<file path="src/rtl/priority_arbiter_pkg.sv">
// Shared definitions for the priority arbiter: mode encodings and FSM state type.
// Latency: n/a (definitions only).
// Backpressure: n/a (definitions only).
package priority_arbiter_pkg;

  // Arbitration mode, as driven on the mode input
  localparam logic MODE_FIXED = 1'b0;  // highest set index wins
  localparam logic MODE_RR    = 1'b1;  // first set index at or above ptr, wrapping

  // Arbiter FSM states
  typedef enum logic {
    ST_IDLE  = 1'b0,
    ST_GRANT = 1'b1
  } state_e;

endpackage

</file>
<file path="src/rtl/priority_search.sv">
// Combinational winner search over N request lines, fixed-priority or round-robin.
// Latency: purely combinational, zero cycles.
// Backpressure: none; the caller decides when the result is loaded.
//
// Ports:
//   D       in  N  request lines
//   ptr     in  W  round-robin start index (must be < N)
//   mode    in  1  MODE_FIXED / MODE_RR
//   any     out 1  at least one request line set
//   win_idx out W  winning index (meaningful only when any=1)
module priority_search
  import priority_arbiter_pkg::*;
#(
  parameter  int N = 4,
  localparam int W = $clog2(N)
) (
  input  logic [N-1:0] D,
  input  logic [W-1:0] ptr,
  input  logic         mode,
  output logic         any,
  output logic [W-1:0] win_idx
);

  localparam logic [W:0] N_W = (W+1)'(N);

  logic [2*N-1:0] dd;
  logic [N-1:0]   rot;
  logic [W-1:0]   fix_idx;
  logic [W-1:0]   rr_off;
  logic [W:0]     rr_sum;

  always_comb begin
    // Rotate right by ptr so the round-robin start position lands on bit 0.
    dd  = {D, D} >> ptr;
    rot = dd[N-1:0];

    // Fixed priority: walk upward; a higher set index overwrites a lower one.
    fix_idx = '0;
    for (int i = 0; i < N; i++) begin
      if (D[i]) fix_idx = W'(i);
    end

    // Round-robin: lowest set bit of the rotated vector, found by walking downward.
    rr_off = '0;
    for (int i = N - 1; i >= 0; i--) begin
      if (rot[i]) rr_off = W'(i);
    end

    // Undo the rotation: (rr_off + ptr) mod N; both operands are < N so one subtract suffices.
    rr_sum = {1'b0, rr_off} + {1'b0, ptr};
    if (rr_sum >= N_W) rr_sum = rr_sum - N_W;

    any     = |D;
    win_idx = (mode == MODE_FIXED) ? fix_idx : rr_sum[W-1:0];
  end

endmodule

</file>
<file path="src/rtl/priority_arbiter.sv">
// Registered N-input priority / round-robin arbiter with a sticky grant held until ack.
// Latency: request seen at edge k gives V=1 after edge k; back-to-back grants on ack, no bubble.
// Backpressure: grant (V, idx, grant) holds while ack=0; ack with V=0 is ignored.
//
// Ports:
//   clock   in  1  rising-edge clock
//   reset_b in  1  asynchronous active-low reset
//   mode    in  1  0 = fixed priority, 1 = round-robin (sampled only when a winner is chosen)
//   D       in  N  level-sensitive request lines
//   ack     in  1  consumer accepts the current grant
//   V       out 1  grant valid
//   idx     out W  granted index, 0 when V=0
//   grant   out N  one-hot of idx when V=1, else 0
module priority_arbiter
  import priority_arbiter_pkg::*;
#(
  parameter  int N = 4,
  localparam int W = $clog2(N)
) (
  input  logic         clock,
  input  logic         reset_b,
  input  logic         mode,
  input  logic [N-1:0] D,
  input  logic         ack,
  output logic         V,
  output logic [W-1:0] idx,
  output logic [N-1:0] grant
);

  localparam logic [W-1:0] LAST_IDX = W'(N - 1);

  state_e       state_q;
  logic         v_q;
  logic [W-1:0] idx_q;
  logic [N-1:0] grant_q;
  logic [W-1:0] ptr_q;
  logic [W-1:0] ptr_d;

  logic         accept;
  logic [W-1:0] srch_ptr;
  logic         srch_any;
  logic [W-1:0] srch_idx;
  logic [N-1:0] srch_onehot;

  assign accept = (state_q == ST_GRANT) && ack;

  // Pointer moves just past the line being released.
  assign ptr_d = (idx_q == LAST_IDX) ? '0 : idx_q + W'(1);

  // On an accept the new winner is searched from the updated pointer in the same edge.
  assign srch_ptr    = accept ? ptr_d : ptr_q;
  assign srch_onehot = N'(1) << srch_idx;

  priority_search #(
    .N(N)
  ) u_search (
    .D      (D),
    .ptr    (srch_ptr),
    .mode   (mode),
    .any    (srch_any),
    .win_idx(srch_idx)
  );

  always_ff @(posedge clock or negedge reset_b) begin
    if (!reset_b) begin
      state_q <= ST_IDLE;
      v_q     <= 1'b0;
      idx_q   <= '0;
      grant_q <= '0;
      ptr_q   <= '0;
    end else if (state_q == ST_IDLE) begin
      if (srch_any) begin
        state_q <= ST_GRANT;
        v_q     <= 1'b1;
        idx_q   <= srch_idx;
        grant_q <= srch_onehot;
      end
    end else if (ack) begin
      // ST_GRANT with ack: release, then immediately re-arbitrate on the current D.
      ptr_q <= ptr_d;
      if (srch_any) begin
        v_q     <= 1'b1;
        idx_q   <= srch_idx;
        grant_q <= srch_onehot;
      end else begin
        state_q <= ST_IDLE;
        v_q     <= 1'b0;
        idx_q   <= '0;
        grant_q <= '0;
      end
    end
    // ST_GRANT without ack: everything holds, even if D[idx] has dropped.
  end

  assign V     = v_q;
  assign idx   = idx_q;
  assign grant = grant_q;

endmodule

</file>
<file path="config.mk">
export PLATFORM = sky130hd
export DESIGN_NAME = priority_arbiter
export DESIGN_NICKNAME = d
export VERILOG_FILES = /design/src/rtl/priority_arbiter_pkg.sv /design/src/rtl/priority_search.sv /design/src/rtl/priority_arbiter.sv
export SDC_FILE = /design/constraint.sdc
export NUM_CORES = 1
export LEC_CHECK = 0
export CAP_MARGIN = 25
export CORE_MARGIN = 2
export CORE_UTILIZATION = 50
export CTS_CLUSTER_DIAMETER = 200
export DETAILED_ROUTE_END_ITERATION = 7
export PLACE_DENSITY = 0.88
export SLEW_MARGIN = 10
export SYNTH_ARGS = -nofsm -noshare
export SYNTH_HDL_FRONTEND = slang
export SYNTH_SLANG_ARGS = --single-unit
</file>
<file path="constraint.sdc">
create_clock -name clock -period 5.6 [get_ports clock]
set_clock_uncertainty 0.15 [all_clocks]
set_input_delay 1.4 -clock clock [delete_from_list [all_inputs] [get_ports clock]]
set_output_delay 1.4 -clock clock [all_outputs]
set_load 0.02 [all_outputs]
</file>
After elaboration in Yosys (flattened, before gate mapping) --
Cells that the tools add are included.
Storage, ports and cells: bits in registers 10, output and inout port bits 7
Cells by class: add/sub/neg operators 3, order comparisons 1, equal/unequal tests 2, shift operators 2, multiplexer cells 25, reduce and logical (&&, ||, !) cells 5
Operators with widths (number):
- $mux 2 | 14
- $mux 4 | 4
- $shr 8x2->4 | 1
- $mux 1 | 7
- $reduce_and 2->1 | 2
- $reduce_or 4->1 | 1
- $shl 1x2->4 const A | 1
- $add 2x2->3 | 1
- $ge 3x3->1 const B | 1
- $add 2x1->2 const B | 1
- $eq 2x2->1 const B | 1
- $ne 2x2->1 const B | 1
- $reduce_bool 2->1 | 1
- $sub 2x1->2 const B | 1
- $logic_and 1x1->1 | 1

Logic depth before layout (Yosys ltp) --
Gate-level depths: netlist of run 1.
depth after elaboration 16, depth in mapped cells 10, depth with buffers taken out 10

Hierarchy --
A second synthesis of run 1 with hierarchy kept.
Second synthesis, totals: cells, all modules 76, area total of the unflattened synthesis 676.9 um2
Modules (own cells, without submodules):
- priority_arbiter | instances 1, cells an instance 45, area an instance 471.7 um2, seq. area each 250.2 um2
- priority_search | instances 1, cells an instance 31, area an instance 205.2 um2, seq. area each 0.0 um2

Least setup slack after synthesis of run 1 --
No wires, ideal clock.
path type input port to flip-flop, start in D[3], end reg grant_q[1] (netlist: grant[1]), arrival time 2983 ps, data required time 5320 ps, slack 2337 ps, cell stages on the path 9, cell sequence clkbuf_1 > nand2b_1 > a21oi_1 > a221oi_1 > nor2_1 > ha_1 > xor2_2 > xor2_1 > o211ai_2
Between the ends: word-level cells in the longest chain between the ends 13, elaborated cells between the ends (all ways) 19, those cells by class add/sub: 2; order compare: 1; shift: 2; mux: 11; reduce/logical: 3
RTL lines:
- from (decl) | line priority_arbiter.sv:23 | input logic [N-1:0] D,
- $shr 8x2->4 | line priority_search.sv:34 | dd = {D, D} >> ptr;
- $mux 2 (4 in series) | line priority_search.sv:46 | if (rot[i]) rr_off = W'(i);
- $add 2x2->3 | line priority_search.sv:50 | rr_sum = {1'b0, rr_off} + {1'b0, ptr};
- $ge 3x3->1 / $sub 2x1->2 (equally long branches) | line priority_search.sv:51 | if (rr_sum >= N_W) rr_sum = rr_sum - N_W;
- $mux 2 | line priority_search.sv:51
- $mux 2 | line priority_search.sv:54 | win_idx = (mode == MODE_FIXED) ? fix_idx : rr_sum[W-1:0];
- $shl 1x2->4 | line priority_arbiter.sv:52 | assign srch_onehot = N'(1) << srch_idx;
- $mux 4 | line priority_arbiter.sv:81 | if (srch_any) begin
- $mux 4 | line priority_arbiter.sv:78 | end else if (ack) begin
- $mux 4 | line priority_arbiter.sv:71 | end else if (state_q == ST_IDLE) begin
- to (signal assigned) | line priority_arbiter.sv:76 | grant_q <= srch_onehot;
- to (signal assigned) | line priority_arbiter.sv:84 | grant_q <= srch_onehot;
- to (decl) | line priority_arbiter.sv:35 | logic [N-1:0] grant_q;
Parallel ways exist; a longest one is shown, timed or not. The select of a mux whose other input is x is not followed. A chain may end at the register's enable or synchronous reset.

Final worst setup path of run 1 --
start in ack, end reg grant_q[2] (netlist: grant[2])
Between the ends: word-level cells in the longest chain between the ends 15, elaborated cells between the ends (all ways) 19, those cells by class add/sub: 2; order compare: 1; eq/ne: 1; shift: 2; mux: 11; reduce/logical: 2
RTL lines:
- from (decl) | line priority_arbiter.sv:24 | input logic ack,
- $logic_and 1x1->1 | line priority_arbiter.sv:45 | assign accept = (state_q == ST_GRANT) && ack;
- $mux 2 | line priority_arbiter.sv:51 | assign srch_ptr = accept ? ptr_d : ptr_q;
- $shr 8x2->4 | line priority_search.sv:34
- $mux 2 (4 in series) | line priority_search.sv:46
- $add 2x2->3 | line priority_search.sv:50
- $ge 3x3->1 / $sub 2x1->2 (equally long branches) | line priority_search.sv:51
- $mux 2 | line priority_search.sv:51
- $mux 2 | line priority_search.sv:54
- $shl 1x2->4 | line priority_arbiter.sv:52
- $mux 4 | line priority_arbiter.sv:81
- $mux 4 | line priority_arbiter.sv:78
- $mux 4 | line priority_arbiter.sv:71
Parallel ways exist; a longest one is shown, timed or not. The select of a mux whose other input is x is not followed.

==> results of run 1 <==
## Yosys cell counts
cell,count
nor3_1,3
nor2_2,1
a31oi_1,2
o21ai_0,3
o21a_1,1
a2111o_1,1
or2b_2,1
a211o_2,1
o31a_1,1
a21bo_2,1
a31o_2,1
nand3b_1,1
a211oi_1,1
xnor2_2,1
nand4_1,2
ha_1,2
and4b_1,1
xor2_2,1
o211ai_1,1
nor2_1,6
o2111ai_1,1
xor2_1,1
a21boi_1,1
or3_1,2
and3_1,1
o211ai_2,1
nand2b_1,1
clkbuf_1,3
o22ai_1,2
a211o_1,1
mux2_4,1
nand3_1,5
a221oi_1,1
o21ai_1,3
and4bb_4,1
nand2_1,8
a21oi_1,5
o31ai_2,1
dfrtp_1,10
a21boi_0,1
inv_1,5
## sequential cells by signal, indices dropped and copies added (netlist names)
register / count
V: 1
ptr_q: 2
idx: 2
grant: 4
state_q: 1
## layout by cell type, fill, tap and decap left out, drive strengths merged, types with 3 or more instances in the layout
cell,synthesis,routed
nand2,8,8
o21ai,6,6
nand3,5,5
inv,5,5
dfrtp,10,10
nor3,3,3
nor2,7,7
a21oi,5,5
clkbuf,3,3
clkdlybuf4s50,0,14
## layer usage
| layer | GRT usage, % | vias up |
|---|---|---|
| met2 | 34.8 | 28 |
| met5 | 0 | - |
| met4 | 5.45 | 0 |
| li1 | - | 360 |
| met3 | 7.23 | 0 |
| met1 | 26.5 | 338 |
## final cells by class
cell class                 count  area (um2)  share of cell area [%]
inverter                       5        18.8                    2.01
sequential                    10         250                    26.8
timing repair buffer          15         145                    15.5
clock buffer                   3        22.5                    2.41
multi-input combinational     69         478                    51.1
tap                           16        20.0                    2.14
## stage by stage
stage	hold slack, ps	cell area, um2	utilization (%)	power [mW]
after CTS	351	930	63.2	0.291
after detailed placement	337	907	61.6	0.243
after global routing	389	935	63.5	0.313
after floorplan	436	758	-	0.198
final	348	935	63.5	0.290
after global placement	320	907	61.6	0.240
## where the power goes
group	internal, mW	switching [mW]	leakage (nW)
logic	0.0688	0.0799	0.265
registers	0.0863	0.00886	0.122
clock network	0.0246	0.0213	0.0138
total	0.180	0.110	0.400
## logic make-up (layout without fill, tap and decap cells)
family | Yosys count | count (layout) | share of synthesized area [%]
simple gates | 33 | 33 | 23.6
compound gates | 30 | 30 | 28.7
flops | 10 | 10 | 33.0
buf+inv | 8 | 23 | 3.96
xor+xnor | 3 | 3 | 5.45
fa+ha+maj | 2 | 2 | 3.30
mux | 1 | 1 | 1.98
## path summary, 6_finish.rpt
kind,from,to,slack [ps],cells after the start
max in group asynchronous,reset_b,idx[0],3700,1
worst max-delay path,ack,grant[2],1940,9
worst min-delay path,V,V,350,2
worst min register to register,V,V,350,2
min in group asynchronous,reset_b,grant[3],1300,1
worst max register to register,idx[0],grant[2],2970,8
## worst max-delay path: stages
cell	delay, ps
clkdlybuf4s50_1	610
a21boi_1	170
nor2_2	280
o21ai_0	170
nor2_1	110
nor2_1	50
ha_1	290
or3_1	410
o211ai_1	200
==> flow_summary_export.csv, run 1 <==
group,metric,value,unit
synth,syn_avg_cell_area,8.72,um2
placement,numPortBuffers,14,
worst_setup_path,cp_max_fo,9,
worst_setup_path,worstPathRequired,5620,ps
power_and_ir_drop,powerDensity,310,nW/um2
power_and_ir_drop,ir_drop,0.181,mV
floorplan,start_util,51.5,%
sta,relSlewSlack,71.1,%
sta,rsz0062_at_grt,"false",
clock_network,cts_post_setup_buffers_inserted,0,
sta,slew_viol_final,0,
route,m1WireLength,764,um
route,met3WireLength,78,um
floorplan,die_w,42.9,um
clock_network,cts_buffers,3,
floorplan,pin_count,15,
worst_setup_path,crit_type,"input pin to flop",
worst_setup_path,cp-end-kind,"flop",
route,dr_wl_met2,828,um
sta,tightest_slew,432,ps
synth,synthesis.area,758,um2
grt,antenna_found_initial,0,
finish,final.fill_count,125,
route,routedWlPerCell,14.2,um
status,outcome,"completed",
synth,synth-seq-cells,10,
floorplan,die_h,42.9,um
floorplan,row_count,14,
job,max-cap-violations,0,
floorplan,die-area,1840,um2
sta,final_hold_viol_count,0,
placement,dp.cells,114,
synth,yosysSeqAreaShare,33.0,%
clock_network,clk_pin_slew,60,ps
clock_network,clk_path_buf_depth,2,
route,routed.top_layer,"met3",
power_and_ir_drop,p_leak,0.400,nW
finish,stdcell_count,118,
grt,grt_max_degree,12,
grt,grt_pass1_vias,649,
sta,fin_ws,1940,ps
finish,area_delta_synth_final,23.3,%
sta,finalCriticalPeriod,3660,ps
finish,n_antenna_cell,0,
grt,grt_overflow,0,
clock_network,cts_tree,"done",
route,drt-total-wl,1.67,mm
clock_network,cts_sinks,10,
finish,final_nets,114,
placement,dp_slack,1640,ps
placement,dp_hpwl,1.29,mm
route,drt_first_pass_iters,4,
sta,period_share,65.4,%
synth,yosys.area.top_type,"dfrtp_1",
clock_network,holdBufCountCts,0,
clock_network,cts_max_level,1,
worst_hold_path,hold_path.class,"flop to flop",
synth,synth_cells,87,
floorplan,coreArea,1470,um2
sta,fin_tns_setup,0,ps
grt,grt_pass1_wl,2.98,mm
finish,layout-drive-gt1-share,14.7,%
worst_setup_path,arrival,3680,ps
route,drc,0,
sta,max_freq,273,MHz
placement,place.gp.congestion,0.894,
grt,grt.total_usage,21.2,%
synth,yosysTopAreaCellShare,33.0,%
clock_network,cts-resized-gates,0,
synth,ys_warn_count,0,
route,viasPerCell,6.15,
synth,synth_nets,97,
clock_network,clkLatencyLatePin,260,ps
route,num_vias,726,
synth,synth_area_leaders,"dfrtp_1 (33%), nand2_1 (4.0%), a21oi_1 (3.3%)",
sta,setup_viol,0,
route,postRouteAntennaNets,0,
synth,ys_types,41,
worst_setup_path,cp-start-kind,"input pin",
clock_network,root_buffer,"clkbuf_4",
route,drt_iter0_markers,31,
(Power assumes the default switching activity.)
==> run 2, diff against run 1 <==
--- a/config.mk
+++ b/config.mk
@@ -7,10 +7,10 @@
 export LEC_CHECK = 0
 export CAP_MARGIN = 25
 export CORE_MARGIN = 2
-export CORE_UTILIZATION = 50
+export CORE_UTILIZATION = 49
 export CTS_CLUSTER_DIAMETER = 200
 export DETAILED_ROUTE_END_ITERATION = 7
-export PLACE_DENSITY = 0.88
+export PLACE_DENSITY = 0.86
 export SLEW_MARGIN = 10
 export SYNTH_ARGS = -nofsm -noshare
 export SYNTH_HDL_FRONTEND = slang
==> constraint.sdc (replaced) <==
create_clock -name clock -period 3.6 [get_ports clock]
set_clock_uncertainty 0.15 [all_clocks]
set_input_delay 0.9 -clock clock [delete_from_list [all_inputs] [get_ports clock]]
set_output_delay 0.9 -clock clock [all_outputs]
set_load 0.02 [all_outputs]
==> flow_summary_export.csv, run 2 (synthesis gave the netlist of run 1 again) <==
group,metric,value,unit
route,drc,0,
finish,final_nets,115,
grt,grt_max_degree,12,
finish,largest_reg_flops,4,
route,viasPerCell,6.06,
clock_network,clkLatencyLatePin,260,ps
power_and_ir_drop,internal_power,307,uW
finish,final_util,65.1,%
worst_setup_path,r2r_end,"grant[1]",
grt,grt_pass1_vias,652,
power_and_ir_drop,combPwrFrac,48.9,%
sta,relSlewSlack,69.6,%
placement,placed_area,922,um2
clock_network,cts_post_setup_buffers_inserted,0,
power_and_ir_drop,p_leak,0.413,nW
power_and_ir_drop,clkPwrFrac,20.4,%
clock_network,clk_path_buf_depth,2,
clock_network,cts_sinks,10,
sta,tightest_slew,455,ps
worst_setup_path,r2r_slack,1030,ps
worst_hold_path,hold_path.startpoint,"V",
clock_network,root_buffer,"clkbuf_4",
power_and_ir_drop,power,483,uW
clock_network,cts_tree,"done",
grt,grt.total_usage,20.7,%
finish,fin_area,958,um2
status,outcome,"completed",
worst_setup_path,slowest_stage,"clkdlybuf4s50_1",
grt,grt_overflow,0,
power_and_ir_drop,powerDensity,504,nW/um2
sta,rsz0062_at_grt,"false",
clock_network,holdBufCountCts,0,
worst_setup_path,cp-start-kind,"input pin",
route,postRouteAntennaNets,0,
worst_setup_path,cp_cell_sequence,"clkdlybuf4s50_1, a21boi_1, nor2_2, o21ai_0, nor2_1, nor2_1, ha_1, xor2_2, xor2_1, o211ai_2",
worst_setup_path,crit_family,"buffers and inverters",
sta,final_hold_viol_count,0,
sta,fin_ws,449,ps
floorplan,coreArea,1470,um2
placement,dp_slack,199,ps
floorplan,die-area,1880,um2
placement,numPortBuffers,14,
clock_network,clk_pin_slew,60,ps
route,drt-total-wl,1.66,mm
power_and_ir_drop,power_frac_seq,30.7,%
worst_setup_path,crit_type,"input pin to flop",
floorplan,die_w,43.3,um
floorplan,row_count,14,
sta,period_share,87.5,%
worst_setup_path,worstPathRequired,3600,ps
grt,antenna_found_initial,0,
clock_network,cts-resized-gates,0,
finish,layout_common_cells,"clkdlybuf4s50_1 (14), dfrtp_1 (10), nand2_1 (8), nor2_1 (6)",
sta,finalCriticalPeriod,3150,ps
sta,max_freq,317,MHz
floorplan,die_h,43.3,um
placement,dp_hpwl,1.27,mm
power_and_ir_drop,swShare,36.6,%
finish,n_antenna_cell,0,
worst_setup_path,worst-path-buf-inv,1,
clock_network,cts_buffers,3,
worst_hold_path,hold_path.class,"flop to flop",
grt,grt_pass1_wl,2.86,mm
worst_setup_path,cp_max_fo,9,
route,drt_first_pass_iters,4,
power_and_ir_drop,ir_drop,0.367,mV
route,num_vias,727,
sta,slew_viol_final,0,
sta,setup_viol,0,
sta,fin_tns_setup,0,ps
worst_setup_path,reg2regPathDepth,9,
finish,area_delta_synth_final,26.4,%
worst_setup_path,r2r-start,"idx[0]",
floorplan,pin_count,15,
worst_hold_path,holdPathEnd,"V",
finish,mostFrequentLayoutCell,"clkdlybuf4s50_1",
worst_setup_path,cp-end-kind,"flop",
route,drt_iter0_markers,20,
clock_network,cts_max_level,1,
worst_setup_path,cpMostUsedCell,"nor2_1",
job,max-cap-violations,0,
route,routedWlPerCell,13.8,um
worst_hold_path,worst_hold_path.num_cells,2,
worst_setup_path,arrival,3150,ps
power_and_ir_drop,power.switching,177,uW
placement,place.gp.congestion,0.904,
worst_setup_path,max_stage_delay,600,ps
floorplan,start_util,51.5,%
finish,layout-drive-gt1-share,16.3,%
## run 2: changes by cell type in the layout (fill, tap and decap cells not counted), sizes merged
| cell | before | now |
|---|---|---|
| buf | 1 | 2 |
| clkbuf | 3 | 4 |
## run 2: metrics by stage
stage	instances	hold slack (ps)
final	120	341
after global routing	120	373
after CTS	120	340
after detailed placement	116	326
after global placement	116	309
after floorplan	87	436
## run 2: how the worst max path moves through the flow
| stage | from | endpoint | cells past startpoint |
|---|---|---|---|
| 6_report | ack | grant[1] | 10 |
| 5_1_grt | ack | grant[1] | 9 |
| 4_1_cts | ack | grant[1] | 9 |
| 3_5_place_dp | ack | grant[1] | 9 |
| 3_3_place_gp | ack | grant[1] | 10 |
| 2_1_floorplan | D[3] | grant[1] | 9 |
## run 2: layer usage
metal | global-route usage (%) | routed length, um
met1 | 26.3 | 711
met2 | 32.5 | 806
met3 | 7.50 | 122
met4 | 7.27 | 18
met5 | 0 | 0
## run 2: area by class of cell
cell class / count / area, um2
well taps: 16 / 20.0
multi-input cells: 69 / 478
inverters: 5 / 18.8
repair buffers: 16 / 155
clock buffers: 4 / 36.3
flip-flops and latches: 10 / 250
fillers: 135 / 513
## run 2: worst min-delay path: cells and delay by family (launching register included)
family / cells / cell delay [ps]
AND/OR/NAND/NOR: 2 / 100
flip-flops: 1 / 350
## run 2: power groups by stage
stage	Combinational [mW]	Clock (mW)	Sequential [mW]
global route	0.255	0.111	0.150
CTS	0.237	0.103	0.149
finish	0.236	0.0988	0.148
floorplan	0.141	0	0.167
detailed placement	0.234	0	0.151
global placement	0.229	0	0.149
